File: src/rtl/simple_processor_pkg.sv
// Shared constants, instruction field layout and func codes for the simple processor.
package simple_processor_pkg;

  localparam int DATA_WIDTH  = 32;
  localparam int NUM_REGS    = 32;
  localparam int REG_AW      = $clog2(NUM_REGS);
  localparam int INSTR_WIDTH = 20;

  // Instruction field positions; imm overlaps rs2 and bit 5.
  localparam int FUNC_LSB = 16;
  localparam int FUNC_W   = 4;
  localparam int RD_LSB   = 11;
  localparam int RS1_LSB  = 6;
  localparam int RS2_LSB  = 0;
  localparam int IMM_LSB  = 0;
  localparam int IMM_W    = 6;

  typedef enum logic [FUNC_W-1:0] {
    FUNC_ADD     = 4'h0,
    FUNC_SUB     = 4'h1,
    FUNC_ADDI    = 4'h2,
    FUNC_INVALID = 4'hF
  } func_t;

  // Only ADD, SUB and ADDI are executable; every other code is flagged illegal.
  function automatic logic func_is_legal(input logic [FUNC_W-1:0] f);
    return (f == FUNC_ADD) || (f == FUNC_SUB) || (f == FUNC_ADDI);
  endfunction

endpackage

File: src/rtl/sp_regfile.sv
// Architectural register file: two combinational read ports with write-through
// bypass, one synchronous write port, x0 hardwired to zero.
module sp_regfile
  import simple_processor_pkg::*;
#(
  parameter int DW = DATA_WIDTH,
  parameter int NR = NUM_REGS,
  parameter int AW = REG_AW
) (
  input  logic          clk_i,
  input  logic          rst_i,
  input  logic          we_i,
  input  logic [AW-1:0] waddr_i,
  input  logic [DW-1:0] wdata_i,
  input  logic [AW-1:0] raddr1_i,
  output logic [DW-1:0] rdata1_o,
  input  logic [AW-1:0] raddr2_i,
  output logic [DW-1:0] rdata2_o
);

  logic [DW-1:0] regs_q [NR];
  logic [AW-1:0] raddr  [2];
  logic [DW-1:0] rdata  [2];

  // Storage update: reset clears every entry, writes to x0 are discarded.
  always_ff @(posedge clk_i) begin
    if (rst_i) begin
      for (int i = 0; i < NR; i++) begin
        regs_q[i] <= '0;
      end
    end else if (we_i && (waddr_i != '0)) begin
      regs_q[waddr_i] <= wdata_i;
    end
  end

  assign raddr[0] = raddr1_i;
  assign raddr[1] = raddr2_i;

  // Each read port sees a same-cycle write (bypass); x0 always reads zero.
  genvar gi;
  for (gi = 0; gi < 2; gi++) begin : g_rd
    assign rdata[gi] = (raddr[gi] == '0)                  ? '0      :
                       (we_i && (waddr_i == raddr[gi]))   ? wdata_i :
                                                            regs_q[raddr[gi]];
  end

  assign rdata1_o = rdata[0];
  assign rdata2_o = rdata[1];

endmodule

File: src/rtl/sp_operand_fetch.sv
// Issue/operand-fetch stage: decodes, reads operands, tracks pending writes and
// holds a single-entry output register towards the ALU.
module sp_operand_fetch
  import simple_processor_pkg::*;
(
  input  logic                   clk_i,
  input  logic                   rst_i,
  input  logic                   instr_valid_i,
  output logic                   instr_ready_o,
  input  logic [INSTR_WIDTH-1:0] instr_i,
  input  logic                   wb_en_i,
  input  logic [REG_AW-1:0]      wb_addr_i,
  input  logic [DATA_WIDTH-1:0]  wb_data_i,
  output logic                   ex_valid_o,
  input  logic                   ex_ready_i,
  output logic [DATA_WIDTH-1:0]  ex_rs1_data_o,
  output logic [DATA_WIDTH-1:0]  ex_rs2_data_o,
  output logic [FUNC_W-1:0]      ex_func_o,
  output logic [IMM_W-1:0]       ex_imm_o,
  output logic [REG_AW-1:0]      ex_rd_o,
  output logic                   ex_illegal_o
);

  // Instruction field decode
  logic [FUNC_W-1:0] func;
  logic [REG_AW-1:0] rd, rs1, rs2;
  logic [IMM_W-1:0]  imm;
  logic              legal, is_addi;

  assign func    = instr_i[FUNC_LSB +: FUNC_W];
  assign rd      = instr_i[RD_LSB   +: REG_AW];
  assign rs1     = instr_i[RS1_LSB  +: REG_AW];
  assign rs2     = instr_i[RS2_LSB  +: REG_AW];
  assign imm     = instr_i[IMM_LSB  +: IMM_W];
  assign legal   = func_is_legal(func);
  assign is_addi = (func == FUNC_ADDI);

  logic [DATA_WIDTH-1:0] rs1_rdata, rs2_rdata;

  sp_regfile u_regfile (
    .clk_i    (clk_i),
    .rst_i    (rst_i),
    .we_i     (wb_en_i),
    .waddr_i  (wb_addr_i),
    .wdata_i  (wb_data_i),
    .raddr1_i (rs1),
    .rdata1_o (rs1_rdata),
    .raddr2_i (rs2),
    .rdata2_o (rs2_rdata)
  );

  // Scoreboard and hazard detection
  logic [NUM_REGS-1:0] sb_q, sb_d;
  logic [NUM_REGS-1:0] wb_hit, pending;
  logic                hazard, slot_free, accept;

  // One-hot of the register being written back this cycle.
  always_comb begin
    wb_hit = '0;
    if (wb_en_i) begin
      wb_hit[wb_addr_i] = 1'b1;
    end
  end

  // A writeback landing this cycle resolves the dependency immediately.
  assign pending = sb_q & ~wb_hit;

  assign hazard = legal & (pending[rs1]
                         | (!is_addi & pending[rs2])
                         | ((rd != '0) & pending[rd]));

  assign slot_free     = !ex_valid_o | ex_ready_i;
  assign instr_ready_o = slot_free & !hazard & !rst_i;
  assign accept        = instr_valid_i & instr_ready_o;

  // Scoreboard next state: writeback clears, issue sets; set wins on a collision.
  always_comb begin
    sb_d = sb_q & ~wb_hit;
    if (accept && legal && (rd != '0)) begin
      sb_d[rd] = 1'b1;
    end
    sb_d[0] = 1'b0;
  end

  // Scoreboard register.
  always_ff @(posedge clk_i) begin
    if (rst_i) begin
      sb_q <= '0;
    end else begin
      sb_q <= sb_d;
    end
  end

  // Output pipeline register
  logic                  ex_valid_q, ex_valid_d;
  logic [DATA_WIDTH-1:0] ex_rs1_q, ex_rs1_d, ex_rs2_q, ex_rs2_d;
  logic [FUNC_W-1:0]     ex_func_q, ex_func_d;
  logic [IMM_W-1:0]      ex_imm_q, ex_imm_d;
  logic [REG_AW-1:0]     ex_rd_q, ex_rd_d;
  logic                  ex_illegal_q, ex_illegal_d;

  // Load a new payload on accept, otherwise hold it and retire valid once consumed.
  always_comb begin
    ex_valid_d   = ex_valid_q;
    ex_rs1_d     = ex_rs1_q;
    ex_rs2_d     = ex_rs2_q;
    ex_func_d    = ex_func_q;
    ex_imm_d     = ex_imm_q;
    ex_rd_d      = ex_rd_q;
    ex_illegal_d = ex_illegal_q;
    if (accept) begin
      ex_valid_d   = 1'b1;
      ex_rs1_d     = legal ? rs1_rdata : '0;
      ex_rs2_d     = (legal && !is_addi) ? rs2_rdata : '0;
      ex_func_d    = func;
      ex_imm_d     = imm;
      ex_rd_d      = rd;
      ex_illegal_d = !legal;
    end else if (ex_ready_i) begin
      ex_valid_d   = 1'b0;
    end
  end

  // Output register state; reset drops any in-flight payload.
  always_ff @(posedge clk_i) begin
    if (rst_i) begin
      ex_valid_q   <= 1'b0;
      ex_rs1_q     <= '0;
      ex_rs2_q     <= '0;
      ex_func_q    <= '0;
      ex_imm_q     <= '0;
      ex_rd_q      <= '0;
      ex_illegal_q <= 1'b0;
    end else begin
      ex_valid_q   <= ex_valid_d;
      ex_rs1_q     <= ex_rs1_d;
      ex_rs2_q     <= ex_rs2_d;
      ex_func_q    <= ex_func_d;
      ex_imm_q     <= ex_imm_d;
      ex_rd_q      <= ex_rd_d;
      ex_illegal_q <= ex_illegal_d;
    end
  end

  assign ex_valid_o    = ex_valid_q;
  assign ex_rs1_data_o = ex_rs1_q;
  assign ex_rs2_data_o = ex_rs2_q;
  assign ex_func_o     = ex_func_q;
  assign ex_imm_o      = ex_imm_q;
  assign ex_rd_o       = ex_rd_q;
  assign ex_illegal_o  = ex_illegal_q;

endmodule

File: config.mk
export PLATFORM = sky130hd
export DESIGN_NAME = sp_operand_fetch
export DESIGN_NICKNAME = d
export VERILOG_FILES = /design/src/rtl/simple_processor_pkg.sv /design/src/rtl/sp_regfile.sv /design/src/rtl/sp_operand_fetch.sv
export SDC_FILE = /design/constraint.sdc
export NUM_CORES = 2
export LEC_CHECK = 0
export BUFFER_PORTS_ARGS = -buffer_cell sky130_fd_sc_hd__buf_2
export CAP_MARGIN = 10
export CORE_UTILIZATION = 66
export CTS_BUF_LIST = sky130_fd_sc_hd__clkbuf_2 sky130_fd_sc_hd__clkbuf_4 sky130_fd_sc_hd__clkbuf_8
export CTS_CLUSTER_SIZE = 28
export DETAILED_ROUTE_END_ITERATION = 16
export PLACE_DENSITY = 0.83
export SLEW_MARGIN = 10
export SYNTH_ARGS = -nofsm -noshare
export SYNTH_HDL_FRONTEND = slang
export SYNTH_HIERARCHICAL = 1
export SYNTH_SLANG_ARGS = --single-unit
File: constraint.sdc
create_clock -name clk_i -period 4.4 [get_ports clk_i]
set_input_delay 0.44 -clock clk_i [delete_from_list [all_inputs] [get_ports clk_i]]
set_output_delay 0.44 -clock clk_i [all_outputs]
set_load 0.01 [all_outputs]
==> flow_summary.yaml <==
sta:
  rsz0062_at_grt: "false"
  finalHoldViolations: 0
  tightest_slew_ns: 1.22
  finalMaxSlewViolations: 0
  final.setup.worst_slack_ns: 0.511
  finalSetupViolCount: 0
  max_freq_mhz: 257
  fin_skew_ns: 0.0530
  tns_ns: 0
  min_period_ns: 3.89
  period_share_pct: 88.4
  relSlewSlack_pct: 18.2
placement:
  io_buffer_count: 143
  post_dp_cell_area_sq_um: 63000
  hpwl_um: 126000
  gp_congestion: 0.965
  dp_slack_ns: 0.758
routing:
  dr.pass1.iters: 8
  antenna_left: 0
  via_count: 43800
  drc: 0
  wl_um: 211000
  wl_per_cell_um: 36.6
  drt_first_iter_violations: 8270
  viasPerCell: 7.60
logic_synthesis:
  postSynthCellCount: 4371
  ys_seq_area_share_pct: 54.3
  syn_avg_cell_area_sq_um: 13.9
  synth_top_flop_cell: "edfxtp_1"
  synth_cell_type_count: 75
  synth_warnings: 6
  async_flop_share_pct: 0
  netlist_area_sq_um: 60700
  synth_edf_count: 1024
  synth-seq-cells: 1136
critical_path:
  path_max_fanout: 4
  critical_path_arrival_ns: 3.45
  cp-start-kind: "flop"
  crit_path_end_kind: "output port"
  cp_slowest_cell: "mux4_2"
  critPathKind: "reg -> out"
  crit_path_max_incr_delay_ns: 0.46
  crit_chain: "mux4_2 -> o2111ai_1 -> a31oi_1 -> nor4_1 -> o41ai_1 -> a211oi_2 -> and4_1 -> buf_2"
  cp.required_ns: 3.96
cells_and_area:
  multi_input_area_sq_um: 26100
  final_nets: 4502
  drive_above_1_share_pct: 24.5
  fillerInstances: 5620
  regArea_sq_um: 33000
  area_growth_pct: 9.74
  fin_util_pct: 73.6
  post-route-cell-area_sq_um: 66600
die:
  die_h_um: 305
  rows: 110
  start_util_pct: 67.0
  die_w_um: 305
  core_area_sq_um: 90600
  ios: 144
  die_area_sq_um: 93200
status:
  status: "finished, final reports clean"
global_routing:
  overflow: 0
  antenna_found_initial: 16
  grt_pass1_vias: 43100
  grt_use_total_pct: 45.0
  grt_max_degree: 105
  grt_pass1_wl_um: 296000
cts:
  cts_num_sinks: 1136
  clk_pin_slew_ns: 0.06
  root_buffer: "clkbuf_8"
  post_cts_resized: 0
  cts_tree: "done"
  cts_buffers: 184
  cts_max_level: 4
  clockBufferDepth: 3
  clkLatencyLatePin_ns: 0.90
  cts_hold_buffers: 11
  post_cts_buffers: 0
power:
  max-vdd-ir-drop_mv: 0.344
  leakage_uw: 0.0242
  power_density_nw_per_um2: 373
worst_hold_path:
  hold_path_class: "in -> reg"
flow_run:
  cap_violations: 0
==> sequential cells by signal (all words and copies together) (netlist names) <==
| name | flops |
|---|---|
| ex_valid_o | 1 |
| ex_illegal_o | 1 |
| ex_rs2_data_o | 32 |
| ex_rs1_data_o | 32 |
| sb_q | 31 |
| ex_rd_o | 5 |
| ex_func_o | 4 |
| u_regfile/regs_q | 1024 |
| ex_imm_o | 6 |
==> synthesized netlist by cell type (5+ instances only) <==
cell | instances | area [sq um]
nor2b_1 | 20 | 125
nor3_1 | 7 | 35.0
mux4_2 | 396 | 8920
a32oi_1 | 9 | 78.8
o31ai_1 | 7 | 52.6
xnor2_1 | 10 | 87.6
mux2_2 | 24 | 270
o2111ai_1 | 5 | 43.8
a21oi_1 | 82 | 410
nand4_1 | 7 | 43.8
buf_4 | 22 | 165
nor2_1 | 52 | 195
o221ai_1 | 42 | 368
a211oi_1 | 15 | 113
nand3_1 | 20 | 100
nand2_1 | 77 | 289
o32ai_1 | 34 | 298
dfxtp_1 | 112 | 2240
a31oi_1 | 10 | 62.6
a22oi_1 | 133 | 998
or3_1 | 5 | 31.3
or2_2 | 35 | 219
o221a_2 | 18 | 203
o22ai_1 | 41 | 257
a22o_1 | 55 | 482
buf_1 | 18 | 67.6
nand4b_1 | 5 | 43.8
buf_6 | 8 | 90.1
mux2i_1 | 362 | 3620
nand2b_1 | 77 | 482
a221oi_1 | 5 | 43.8
a2111oi_0 | 24 | 210
edfxtp_1 | 1024 | 30700
buf_2 | 78 | 390
inv_1 | 10 | 37.5
and2_1 | 995 | 6220
nand3b_1 | 48 | 360
a221o_1 | 13 | 130
o21ai_0 | 38 | 190
clkbuf_1 | 343 | 1290
o211ai_1 | 21 | 158
==> per-layer routing <==
metal	vias to the layer above	track usage [%]	wire [um]
met5	-	1.91	328
met4	18	30.9	16900
met3	1134	18.5	37600
met2	4610	65.0	90400
met1	21100	55.3	65600
li1	17000	-	-
==> area by class of cell <==
class                      instances  share of cell area [%]
antenna                            5                  0.0188
clock buffer                     256                    4.69
clock inverter                    74                   0.629
inverter                          12                  0.0676
multi-input combinational       2785                    39.2
sequential                      1136                    49.5
tap                             1176                    2.21
timing repair buffer             321                    3.72
==> metrics by stage <==
step | std cells | power (uW) | hold WS (ns)
2_1_floorplan | 4402 | 14600 | 0.482
3_3_place_gp | 5419 | 15700 | 0.460
3_5_place_dp | 5419 | 15800 | 0.467
4_1_cts | 5760 | 24700 | 0.0194
5_1_grt | 5764 | 25300 | 0.0960
6_report | 5765 | 24900 | 0.0672
==> critical path, delay by kind of cell (launching register included) <==
| family | cells | cell delay [ns] |
|---|---|---|
| AO/OA/AOI/OAI | 4 | 0.88 |
| buffers and inverters | 1 | 0.16 |
| flip-flops | 1 | 0.34 |
| multiplexers | 1 | 0.46 |
| AND/OR/NAND/NOR | 2 | 0.73 |
==> layout by cell type, fill, tap and decap left out, types with 13 or more instances in the layout <==
cell / instances
and2_1: 995
nand3b_1: 48
a2111oi_0: 23
nor2b_1: 17
nand2_1: 76
a22oi_1: 133
clkinv_1: 45
o221a_2: 18
clkbuf_4: 64
o32ai_1: 34
dfxtp_1: 112
a211oi_1: 14
mux2_2: 24
buf_12: 28
o221ai_1: 42
conb_1: 32
mux4_2: 396
o211ai_1: 21
mux2i_1: 362
o21ai_0: 37
or2_2: 35
clkbuf_8: 192
buf_2: 136
nor2_4: 28
nor2_1: 17
a221o_1: 13
buf_4: 141
o22ai_1: 41
edfxtp_1: 1024
clkinv_2: 20
nand2b_1: 77
nand3_1: 20
a22o_1: 55
a21oi_1: 82
==> report_power, final <==
part,internal (uW),switching [uW],leakage (uW),total [uW]
sequential,12300,308,0.0107,12600
clock,4740,4310,0.00189,9050
combinational,1230,1970,0.0116,3210
total,18300,6590,0.0242,24900
==> worst paths after layout <==
path                     start           endpoint  slack (ns)  cells past startpoint
min                instr_i[13]         ex_rd_o[2]        0.07                      2
min reg2reg  ex_rs1_data_o[28]  ex_rs1_data_o[28]        0.47                      2
max                   sb_q[18]      instr_ready_o        0.51                      8
max reg2reg           sb_q[18]           sb_q[17]        1.19                      9
==> cell families after synthesis <==
group                  synth area share [%]
AND/OR/NAND/NOR                        13.8
flip-flops                             54.3
multiplexers                           21.1
AO/OA/AOI/OAI                          7.23
buffers and inverters                  3.37
XOR/XNOR                              0.173
other                               0.00618
Power figures use the tool's default switching activity.
